--- src/rtl/uart_pkg.sv ---
// Shared UART definitions: transmitter FSM states, parity sense and prescale floor.
// Used by the transmitter here and by the matching receiver.
package uart_pkg;

   typedef enum logic [2:0] {
      IDLE   = 3'd0,
      START  = 3'd1,
      DATA   = 3'd2,
      PARITY = 3'd3,
      STOP   = 3'd4
   } tx_state_t;

   localparam logic PAR_EVEN = 1'b0;
   localparam logic PAR_ODD  = 1'b1;

   // Prescale values below this are raised to it.
   localparam int unsigned MIN_PRESCALE = 4;

   // Parity bit from the reduction XOR of the payload and the parity sense.
   function automatic logic par_calc(input logic par_typ, input logic xor_red);
      return (par_typ == PAR_ODD) ? ~xor_red : xor_red;
   endfunction

endpackage

--- src/rtl/uart_tx_bit_timer.sv ---
// Per-bit cycle counter for the UART transmitter. The prescale is latched on
// load so mid-frame changes on the input have no effect; bit_tick marks the
// last cycle of every bit period while run is high.
module uart_tx_bit_timer
   import uart_pkg::*;
#(
   parameter int unsigned PRSC_WIDTH = 6
) (
   input  logic                  clk,
   input  logic                  rst_n,
   input  logic                  load,
   input  logic                  run,
   input  logic [PRSC_WIDTH-1:0] prescale,
   output logic                  bit_tick
);

   logic [PRSC_WIDTH-1:0] prsc_q, prsc_d;
   logic [PRSC_WIDTH-1:0] cnt_q, cnt_d;
   logic [PRSC_WIDTH-1:0] prsc_clamped;

   // End-of-bit detect against the latched prescale.
   always_comb begin
      bit_tick = run & (cnt_q == (prsc_q - PRSC_WIDTH'(1)));
   end

   // Next prescale (clamped to the floor) and counter; counter restarts each bit.
   always_comb begin
      prsc_clamped = (prescale < PRSC_WIDTH'(MIN_PRESCALE)) ? PRSC_WIDTH'(MIN_PRESCALE) : prescale;
      prsc_d       = load ? prsc_clamped : prsc_q;
      if (load || !run || bit_tick) begin
         cnt_d = '0;
      end else begin
         cnt_d = cnt_q + PRSC_WIDTH'(1);
      end
   end

   // State registers.
   always_ff @(posedge clk or negedge rst_n) begin
      if (!rst_n) begin
         prsc_q <= PRSC_WIDTH'(MIN_PRESCALE);
         cnt_q  <= '0;
      end else begin
         prsc_q <= prsc_d;
         cnt_q  <= cnt_d;
      end
   end

endmodule

--- src/rtl/uart_tx_serializer.sv ---
// UART transmitter: start bit, DATA_WIDTH data bits LSB first, optional
// parity, one stop bit; each bit lasts Prescale clock cycles.
// Optional feature macro: UART_TX_HOLD_BUF_EN adds a one-entry holding
// register so a byte can be queued while a frame is in flight.
module uart_tx_serializer
   import uart_pkg::*;
#(
   parameter int unsigned DATA_WIDTH = 8,
   parameter int unsigned PRSC_WIDTH = 6
) (
   input  logic                  CLK,
   input  logic                  RST,
   input  logic [DATA_WIDTH-1:0] P_DATA,
   input  logic                  Data_Valid,
   input  logic                  PAR_EN,
   input  logic                  PAR_TYP,
   input  logic [PRSC_WIDTH-1:0] Prescale,
   output logic                  TX_OUT,
   output logic                  Busy,
   output logic                  Tx_Done
);

   localparam int unsigned IDX_W = (DATA_WIDTH > 1) ? $clog2(DATA_WIDTH) : 1;

   tx_state_t             state_q, state_d;
   logic [DATA_WIDTH-1:0] shift_q, shift_d;
   logic [IDX_W-1:0]      idx_q, idx_d;
   logic                  par_en_q, par_en_d;
   logic                  par_bit_q, par_bit_d;

   logic                  bit_tick;
   logic                  tx_done;
   logic                  launch;
   logic                  accept;
   logic [DATA_WIDTH-1:0] ld_data;
   logic                  ld_par_en;
   logic                  ld_par_typ;
   logic [PRSC_WIDTH-1:0] ld_prsc;

   uart_tx_bit_timer #(
      .PRSC_WIDTH (PRSC_WIDTH)
   ) u_bit_timer (
      .clk      (CLK),
      .rst_n    (RST),
      .load     (launch),
      .run      (state_q != IDLE),
      .prescale (ld_prsc),
      .bit_tick (bit_tick)
   );

   // Last cycle of the stop bit.
   always_comb begin
      tx_done = (state_q == STOP) & bit_tick;
   end

`ifdef UART_TX_HOLD_BUF_EN
   logic                  hold_full_q, hold_full_d;
   logic [DATA_WIDTH-1:0] hold_data_q, hold_data_d;
   logic                  hold_par_en_q, hold_par_en_d;
   logic                  hold_par_typ_q, hold_par_typ_d;
   logic [PRSC_WIDTH-1:0] hold_prsc_q, hold_prsc_d;
   logic                  launch_hold;
   logic                  launch_in;

   // Accepted bytes go straight out when idle, otherwise into the holding
   // register, which is drained into a new frame at the end of the current one.
   always_comb begin
      accept      = Data_Valid & ~hold_full_q;
      launch_hold = hold_full_q & ((state_q == IDLE) | tx_done);
      launch_in   = accept & (state_q == IDLE);
      launch      = launch_hold | launch_in;

      ld_data    = launch_hold ? hold_data_q    : P_DATA;
      ld_par_en  = launch_hold ? hold_par_en_q  : PAR_EN;
      ld_par_typ = launch_hold ? hold_par_typ_q : PAR_TYP;
      ld_prsc    = launch_hold ? hold_prsc_q    : Prescale;

      hold_full_d    = hold_full_q;
      hold_data_d    = hold_data_q;
      hold_par_en_d  = hold_par_en_q;
      hold_par_typ_d = hold_par_typ_q;
      hold_prsc_d    = hold_prsc_q;
      if (accept && !launch_in) begin
         hold_full_d    = 1'b1;
         hold_data_d    = P_DATA;
         hold_par_en_d  = PAR_EN;
         hold_par_typ_d = PAR_TYP;
         hold_prsc_d    = Prescale;
      end else if (launch_hold) begin
         hold_full_d = 1'b0;
      end

      Busy = hold_full_q;
   end

   // Holding register.
   always_ff @(posedge CLK or negedge RST) begin
      if (!RST) begin
         hold_full_q    <= 1'b0;
         hold_data_q    <= '0;
         hold_par_en_q  <= 1'b0;
         hold_par_typ_q <= 1'b0;
         hold_prsc_q    <= '0;
      end else begin
         hold_full_q    <= hold_full_d;
         hold_data_q    <= hold_data_d;
         hold_par_en_q  <= hold_par_en_d;
         hold_par_typ_q <= hold_par_typ_d;
         hold_prsc_q    <= hold_prsc_d;
      end
   end
`else
   // Accept only when no frame is in progress; requests while busy are dropped.
   always_comb begin
      accept     = Data_Valid & (state_q == IDLE);
      launch     = accept;
      ld_data    = P_DATA;
      ld_par_en  = PAR_EN;
      ld_par_typ = PAR_TYP;
      ld_prsc    = Prescale;
      Busy       = (state_q != IDLE);
   end
`endif

   // Frame sequencing, payload shifting and parity capture.
   always_comb begin
      state_d   = state_q;
      shift_d   = shift_q;
      idx_d     = idx_q;
      par_en_d  = par_en_q;
      par_bit_d = par_bit_q;
      if (launch) begin
         state_d   = START;
         shift_d   = ld_data;
         idx_d     = '0;
         par_en_d  = ld_par_en;
         par_bit_d = par_calc(ld_par_typ, ^ld_data);
      end else begin
         case (state_q)
            START: begin
               if (bit_tick) begin
                  state_d = DATA;
                  idx_d   = '0;
               end
            end
            DATA: begin
               if (bit_tick) begin
                  if (idx_q == IDX_W'(DATA_WIDTH - 1)) begin
                     state_d = par_en_q ? PARITY : STOP;
                  end else begin
                     idx_d   = idx_q + IDX_W'(1);
                     shift_d = shift_q >> 1;
                  end
               end
            end
            PARITY: begin
               if (bit_tick) state_d = STOP;
            end
            STOP: begin
               if (bit_tick) state_d = IDLE;
            end
            default: state_d = IDLE;
         endcase
      end
   end

   // Serial line and completion pulse, decoded from registered state.
   always_comb begin
      case (state_q)
         START:   TX_OUT = 1'b0;
         DATA:    TX_OUT = shift_q[0];
         PARITY:  TX_OUT = par_bit_q;
         default: TX_OUT = 1'b1;
      endcase
      Tx_Done = tx_done;
   end

   // State registers.
   always_ff @(posedge CLK or negedge RST) begin
      if (!RST) begin
         state_q   <= IDLE;
         shift_q   <= '0;
         idx_q     <= '0;
         par_en_q  <= 1'b0;
         par_bit_q <= 1'b0;
      end else begin
         state_q   <= state_d;
         shift_q   <= shift_d;
         idx_q     <= idx_d;
         par_en_q  <= par_en_d;
         par_bit_q <= par_bit_d;
      end
   end

endmodule

--- config.mk ---
export PLATFORM = sky130hd
export DESIGN_NAME = uart_tx_serializer
export DESIGN_NICKNAME = d
export VERILOG_FILES = /design/src/rtl/uart_pkg.sv /design/src/rtl/uart_tx_bit_timer.sv /design/src/rtl/uart_tx_serializer.sv
export SDC_FILE = /design/constraint.sdc
export NUM_CORES = 1
export LEC_CHECK = 0
export ABC_AREA = 0
export CAP_MARGIN = 30
export CORE_MARGIN = 3
export CORE_UTILIZATION = 55
export CTS_CLUSTER_SIZE = 30
export DETAILED_ROUTE_END_ITERATION = 8
export GPL_TIMING_DRIVEN = 0
export PLACE_DENSITY = 0.85
export SLEW_MARGIN = 20
export SYNTH_ARGS = -nofsm -noshare
export SYNTH_HDL_FRONTEND = slang
export SYNTH_SLANG_ARGS = --single-unit
--- constraint.sdc ---
create_clock -name CLK -period 4.25 [get_ports CLK]
set_input_delay 0.85 -clock CLK [delete_from_list [all_inputs] [get_ports CLK]]
set_output_delay 0.85 -clock CLK [all_outputs]
set_load 0.05 [all_outputs]
Word-level counts from Yosys, hierarchy flattened --
Cells that the tools add are included.
Word-level totals: RAM bits 0, memory bits (read-only) 0, output and inout port bits 3, memories 0, logic and storage cells 60, register bits after elaboration 28, bits in latches 0
Cells by class: magnitude comparators 1, bitwise logic cells 4, $add $sub $neg 3, multiplexer cells 20, multiply operators 0, shifts and indexed selects 0, equality and inequality tests 13, div/mod/pow operators 0, reductions and logical operators 12
Operators by type and width (count):
- 8-bit 2-to-1 mux | 4
- 3-bit 2-to-1 mux | 10
- 3-bit by 2-bit != test with 1-bit output, second input constant | 6
- 6-bit 2-to-1 mux | 2
- 3-bit one-hot mux with 4 select lines | 1
- 8-bit parity | 1
- 6-bit by 1-bit adder with 6-bit output, second input constant | 1
- 3-bit by 2-bit equality test with 1-bit output, second input constant | 2
- 3-bit equality test, second input constant | 2
- 6-bit equality test | 1
- 6-bit by 3-bit less-than comparator with 1-bit output, second input constant | 1
- 3-bit one-hot mux with 2 select lines | 1
- 3-bit nonzero test | 2
- 6-bit by 1-bit subtractor with 6-bit output, second input constant | 1
- 5-bit AND reduction | 1
- 4-bit AND reduction | 1
- 2-bit nonzero test | 2
- 3-bit by 1-bit adder with 3-bit output, second input constant | 1
- 1-bit AND | 3
- 3-bit by 1-bit equality test with 1-bit output, second input constant | 1
- 3-bit zero test | 1
- 1-bit one-hot mux with 3 select lines | 1
- 3-bit AND reduction | 1
- 1-bit logical OR | 2
- 4 further kinds | 4

Logic depth before layout (Yosys ltp) --
depth in word-level cells 6, mapped depth 8, mapped depth without buffers 7

Hierarchy --
Synthesis repeated with hierarchy kept, for this count alone.
Second synthesis, totals: cells, all modules 152, area, all modules 1627.8 um2
By module, submodules not included:
- uart_tx_serializer | area an instance 947.2 um2, sequential area each 400.4 um2, cells each 91, times used 1
- uart_tx_bit_timer | area an instance 680.7 um2, sequential area each 301.5 um2, cells each 61, times used 1

Least setup slack after synthesis --
OpenSTA, ideal clock, no wires.
path kind register -> output, start reg u_bit_timer.prsc_q[0], end out Tx_Done, cell stages (with the launch flop) 9, path slack 990 ps, data required time 3400 ps, data arrival time 2410 ps, path through dfrtp_1 -> inv_1 -> ha_1 -> xnor2_1 -> nor3_1 -> and4_4 -> and2_4 -> buf_6 -> and3_1
On the way: cells in the longest elaborated chain, start to end 4
Ends and longest elaborated chain:
- start, declared | RTL line uart_tx_bit_timer.sv:17 | logic [PRSC_WIDTH-1:0] prsc_q, prsc_d;
- start signal, assigned | RTL line uart_tx_bit_timer.sv:40 | prsc_q <= PRSC_WIDTH'(MIN_PRESCALE);
- start signal, assigned | RTL line uart_tx_bit_timer.sv:43 | prsc_q <= prsc_d;
- 6-bit by 1-bit subtractor with 6-bit output | RTL line uart_tx_bit_timer.sv:23 | bit_tick = run & (cnt_q == (prsc_q - PRSC_WIDTH'(1)));
- 6-bit equality test | RTL line uart_tx_bit_timer.sv:23
- 1-bit AND | RTL line uart_tx_bit_timer.sv:23
- 1-bit AND | RTL line uart_tx_serializer.sv:53 | tx_done = (state_q == STOP) & bit_tick;
- end, declared | RTL line uart_tx_serializer.sv:20 | output logic Tx_Done
Every way passes these cells.

Worst setup path after layout --
Same ends and word-level chain as after synthesis.

==> impl_metrics.csv <==
group,metric,value,unit
clocking,post_cts_buffers,0,
worst_setup_path,start_kind,"flop",
route,totalWireLength,3676,um
sta,fmax,268.0,MHz
route,vias,1477,
floorplanning,initial_core_util,0.5944,
logic_synthesis,synth_top_family_by_area,"simple AND/OR/NAND/NOR gates",
power,p_clk_frac,0.098,
worst_setup_path,cp-startpoint,"u_bit_timer.prsc_q[0]",
layout,syn2layout_area_growth,17.93,%
grt,grt_max_degree,29,
worst_setup_path,critPathTopFamily,"simple AND/OR/NAND/NOR gates",
floorplanning,ios,22,
clocking,clk_pin_slew,0.16,ns
worst_setup_path,r2r_slack,1.58,ns
grt,grt_pass1_wl,6154,um
worst_setup_path,crit_path_max_incr_delay,0.43,ns
route,detail_route.vias_per_cell,6.129,
logic_synthesis,syn_inst,185,
logic_synthesis,synthAdderAreaFrac,0.02976,
logic_synthesis,synth.area.top_cells,"dfrtp_1, xnor2_1, nand2_1, o31ai_1, a41oi_1",
power,p_sw,0.6394,mW
worst_setup_path,timing.rr.start,"idx_q[0]",
worst_setup_path,cp.depth,9,
clocking,clk_path_buf_depth,2,
layout,layout_commonest_cell,"dfrtp_1",
floorplanning,fp.coreArea,2829,um2
logic_synthesis,synth_nets,208,
clocking,cts_tree,"done",
placed_design,dp.cells,237,
grt,gr-usage-met3,0.03564,
clocking,cts.sinks,28,
run_status,status,"completed",
clocking,clk_latency,0.33,ns
sta,skew,0.005742,ns
layout,post-route-util,0.7010,
worst_setup_path,cp_slowest_cell,"dfrtp_1",
grt,grt_antenna_before_repair,0,
logic_synthesis,yosysTopAreaCell,"dfrtp_1",
power,leakagePower,0.8669,nW
worst_setup_path,worstPathRequired,3.40,ns
placed_design,numPortBuffers,21,
clocking,htreeDepth,1,
logic_synthesis,synth_simple_gate_area_frac,0.2210,
logic_synthesis,syn_area_per_cell,9.090,um2
floorplanning,num_rows,19,
layout,final_layout_size_suffix_gt1_frac,0.07619,
layout,final_cell_count_no_fill,241,
sta,tns,0,ns
clocking,hold_buffers,0,
floorplanning,dieHeight,61.30,um
worst_setup_path,rr_endpoint,"shift_q[5]",
floorplanning,die_w,61.30,um
sta,setup_viol,0,
logic_synthesis,ys_seq_area_frac,0.4174,
sta,relSlewSlack,0.3514,
floorplanning,die_area,3757,um2
logic_synthesis,synth_seq_cells,28,
sta,whs,0.4994,ns
logic_synthesis,synth_cell_types,37,
grt,use_met1,0.2804,
route,drt-pass1-iter-count,4,
grt,overflow,0,
logic_synthesis,yosys.area_share.xor_xnor,0.1042,
placed_design,dp_hpwl,2728,um
route,ant_nets,0,
sta,period_share,0.8781,
clocking,clk_root_buffer_cell,"clkbuf_4",
placed_design,gp_congestion,0.8570,
sta,grt_setup_unrepaired,"false",
grt,grt_pass1_vias,1463,
sta,worst_pin_slew,0.9640,ns
sta,hold_violations,0,
clocking,cts_resized,1,
worst_setup_path,end_kind,"primary output",
hold_path,min_path_type,"input pin to asynchronous set/reset pin",
layout,nets,234,
sta,finalMaxSlewViolations,0,
layout,antenna_cells,0,
power,p_sw_frac,0.4671,
logic_synthesis,syn_area,1682,um2
logic_synthesis,muxShareOfSynthArea,0.01786,
route,route.detailed.drc,0,
worst_setup_path,crit_buf_inv,3,
worst_setup_path,worst_ep_arrival_time,2.88,ns
worst_setup_path,reg2regPathDepth,6,
power,irDropWorstVdd,0.0003669,V
grt,track_usage,0.2177,
worst_setup_path,worstSetupPathType,"flop to primary output",
logic_synthesis,synth_top_area_share,0.4018,
layout,layout_common_cells,"dfrtp_1, nand2_1, clkdlybuf4s50_1",
power,power.internal,0.7294,mW
power,p_per_area,690.2,nW/um2
worst_setup_path,crit_path_end,"Tx_Done",
power,power_frac_comb,0.562,
route,drt_first_iter_violations,79,
grt,grtUsageMet2,0.3671,
worst_setup_path,crit_chain,"inv_1, ha_1, xnor2_1, nor3_4, and4_4, and2_4, buf_6, and3_1, dlymetal6s2s_1",
logic_synthesis,synth_compound_area_frac,0.1637,
grt,busiest_layer,"met2",
run,maxCapViolCount,0,
logic_synthesis,synth_warnings,0,
sta,period_needed,3.732,ns
worst_setup_path,worst-path-max-fanout,10,
clocking,cts_buffers,3,
power,seqPwrFrac,0.341,
route,avgRoutedWirePerCell,15.25,um
-- cell type report --
type,count,area (um2)
clock buffers,4,36.28
plain buffers,11,51.30
multi-input cells,139,920.9
inverters,7,26.28
repair buffers,21,207.7
flip-flops and latches,28,701.9
fillers,232,845.8
well taps,31,38.79
-- flip-flops by register name, indices dropped and copies added (netlist names) --
signal	count
shift_q	8
u_bit_timer.cnt_q	6
u_bit_timer.prsc_q	6
idx_q	3
state_q	3
par_bit_q	1
par_en_q	1
-- cell families (layout without fill, tap and decap cells) --
logic type / after synthesis / in the layout
AOI/OAI and AO/OA: 38 / 38
muxes: 3 / 3
adders and majority gates: 4 / 4
DFF: 28 / 28
buffers and inverters: 18 / 43
and+or+nand+nor: 74 / 74
xor gates and xnor gates: 20 / 20
-- power groups by stage --
stage | Sequential (mW) | Clock (mW) | Combinational, mW
global placement | 0.466 | 0 | 0.696
finish | 0.466 | 0.134 | 0.769
global route | 0.478 | 0.149 | 0.850
detailed placement | 0.471 | 0 | 0.730
floorplan | 0.447 | 0 | 0.564
CTS | 0.464 | 0.134 | 0.738
-- synthesized netlist by cell type, drive strengths merged --
master and number:
and2 3, dfstp 1, nor3 8, a41oi 7, inv 7, a311oi 1, nor3b 3, clkbuf 9
nand4 1, nor4 1, ha 4, a21o 1, and4 1, a31oi 2, o21ai 6, a22oi 1
nand2 21, a21oi 8, buf 2, mux2i 3, xor2 6, or3 2, o32ai 1, o31a 1
xnor2 14, nor2 13, o311ai 1, or2 1, or4 2, and3 9, dfrtp 27, o31ai 9
nand2b 1, nand3 8
-- worst min path at each step --
stage,start,endpoint
3_3_place_gp,par_bit_q,par_bit_q
2_1_floorplan,par_bit_q,par_bit_q
3_5_place_dp,u_bit_timer.prsc_q[5],u_bit_timer.prsc_q[5]
5_1_grt,RST,shift_q[0]
6_report,RST,shift_q[0]
4_1_cts,RST,shift_q[0]
-- per-stage QoR --
| stage | cell area [um2] | setup WS, ns | power (mW) |
|---|---|---|---|
| 2_1_floorplan | 1682 | 0.9896 | 1.012 |
| 3_3_place_gp | 1931 | 0.2319 | 1.162 |
| 3_5_place_dp | 1926 | 0.1336 | 1.200 |
| 4_1_cts | 1967 | 0.04412 | 1.336 |
| 5_1_grt | 1983 | 0.3539 | 1.477 |
| 6_report | 1983 | 0.5181 | 1.369 |
-- layer usage --
metal / share of wire / wire [um] / vias to the layer above
met5: 0 / 0 / -
met4: 0.0098 / 36 / 0
met3: 0.048 / 178 / 5
met2: 0.52 / 1920 / 42
met1: 0.42 / 1541 / 713
li1: - / - / 717
Note: power is estimated with default switching activity, not from simulation.
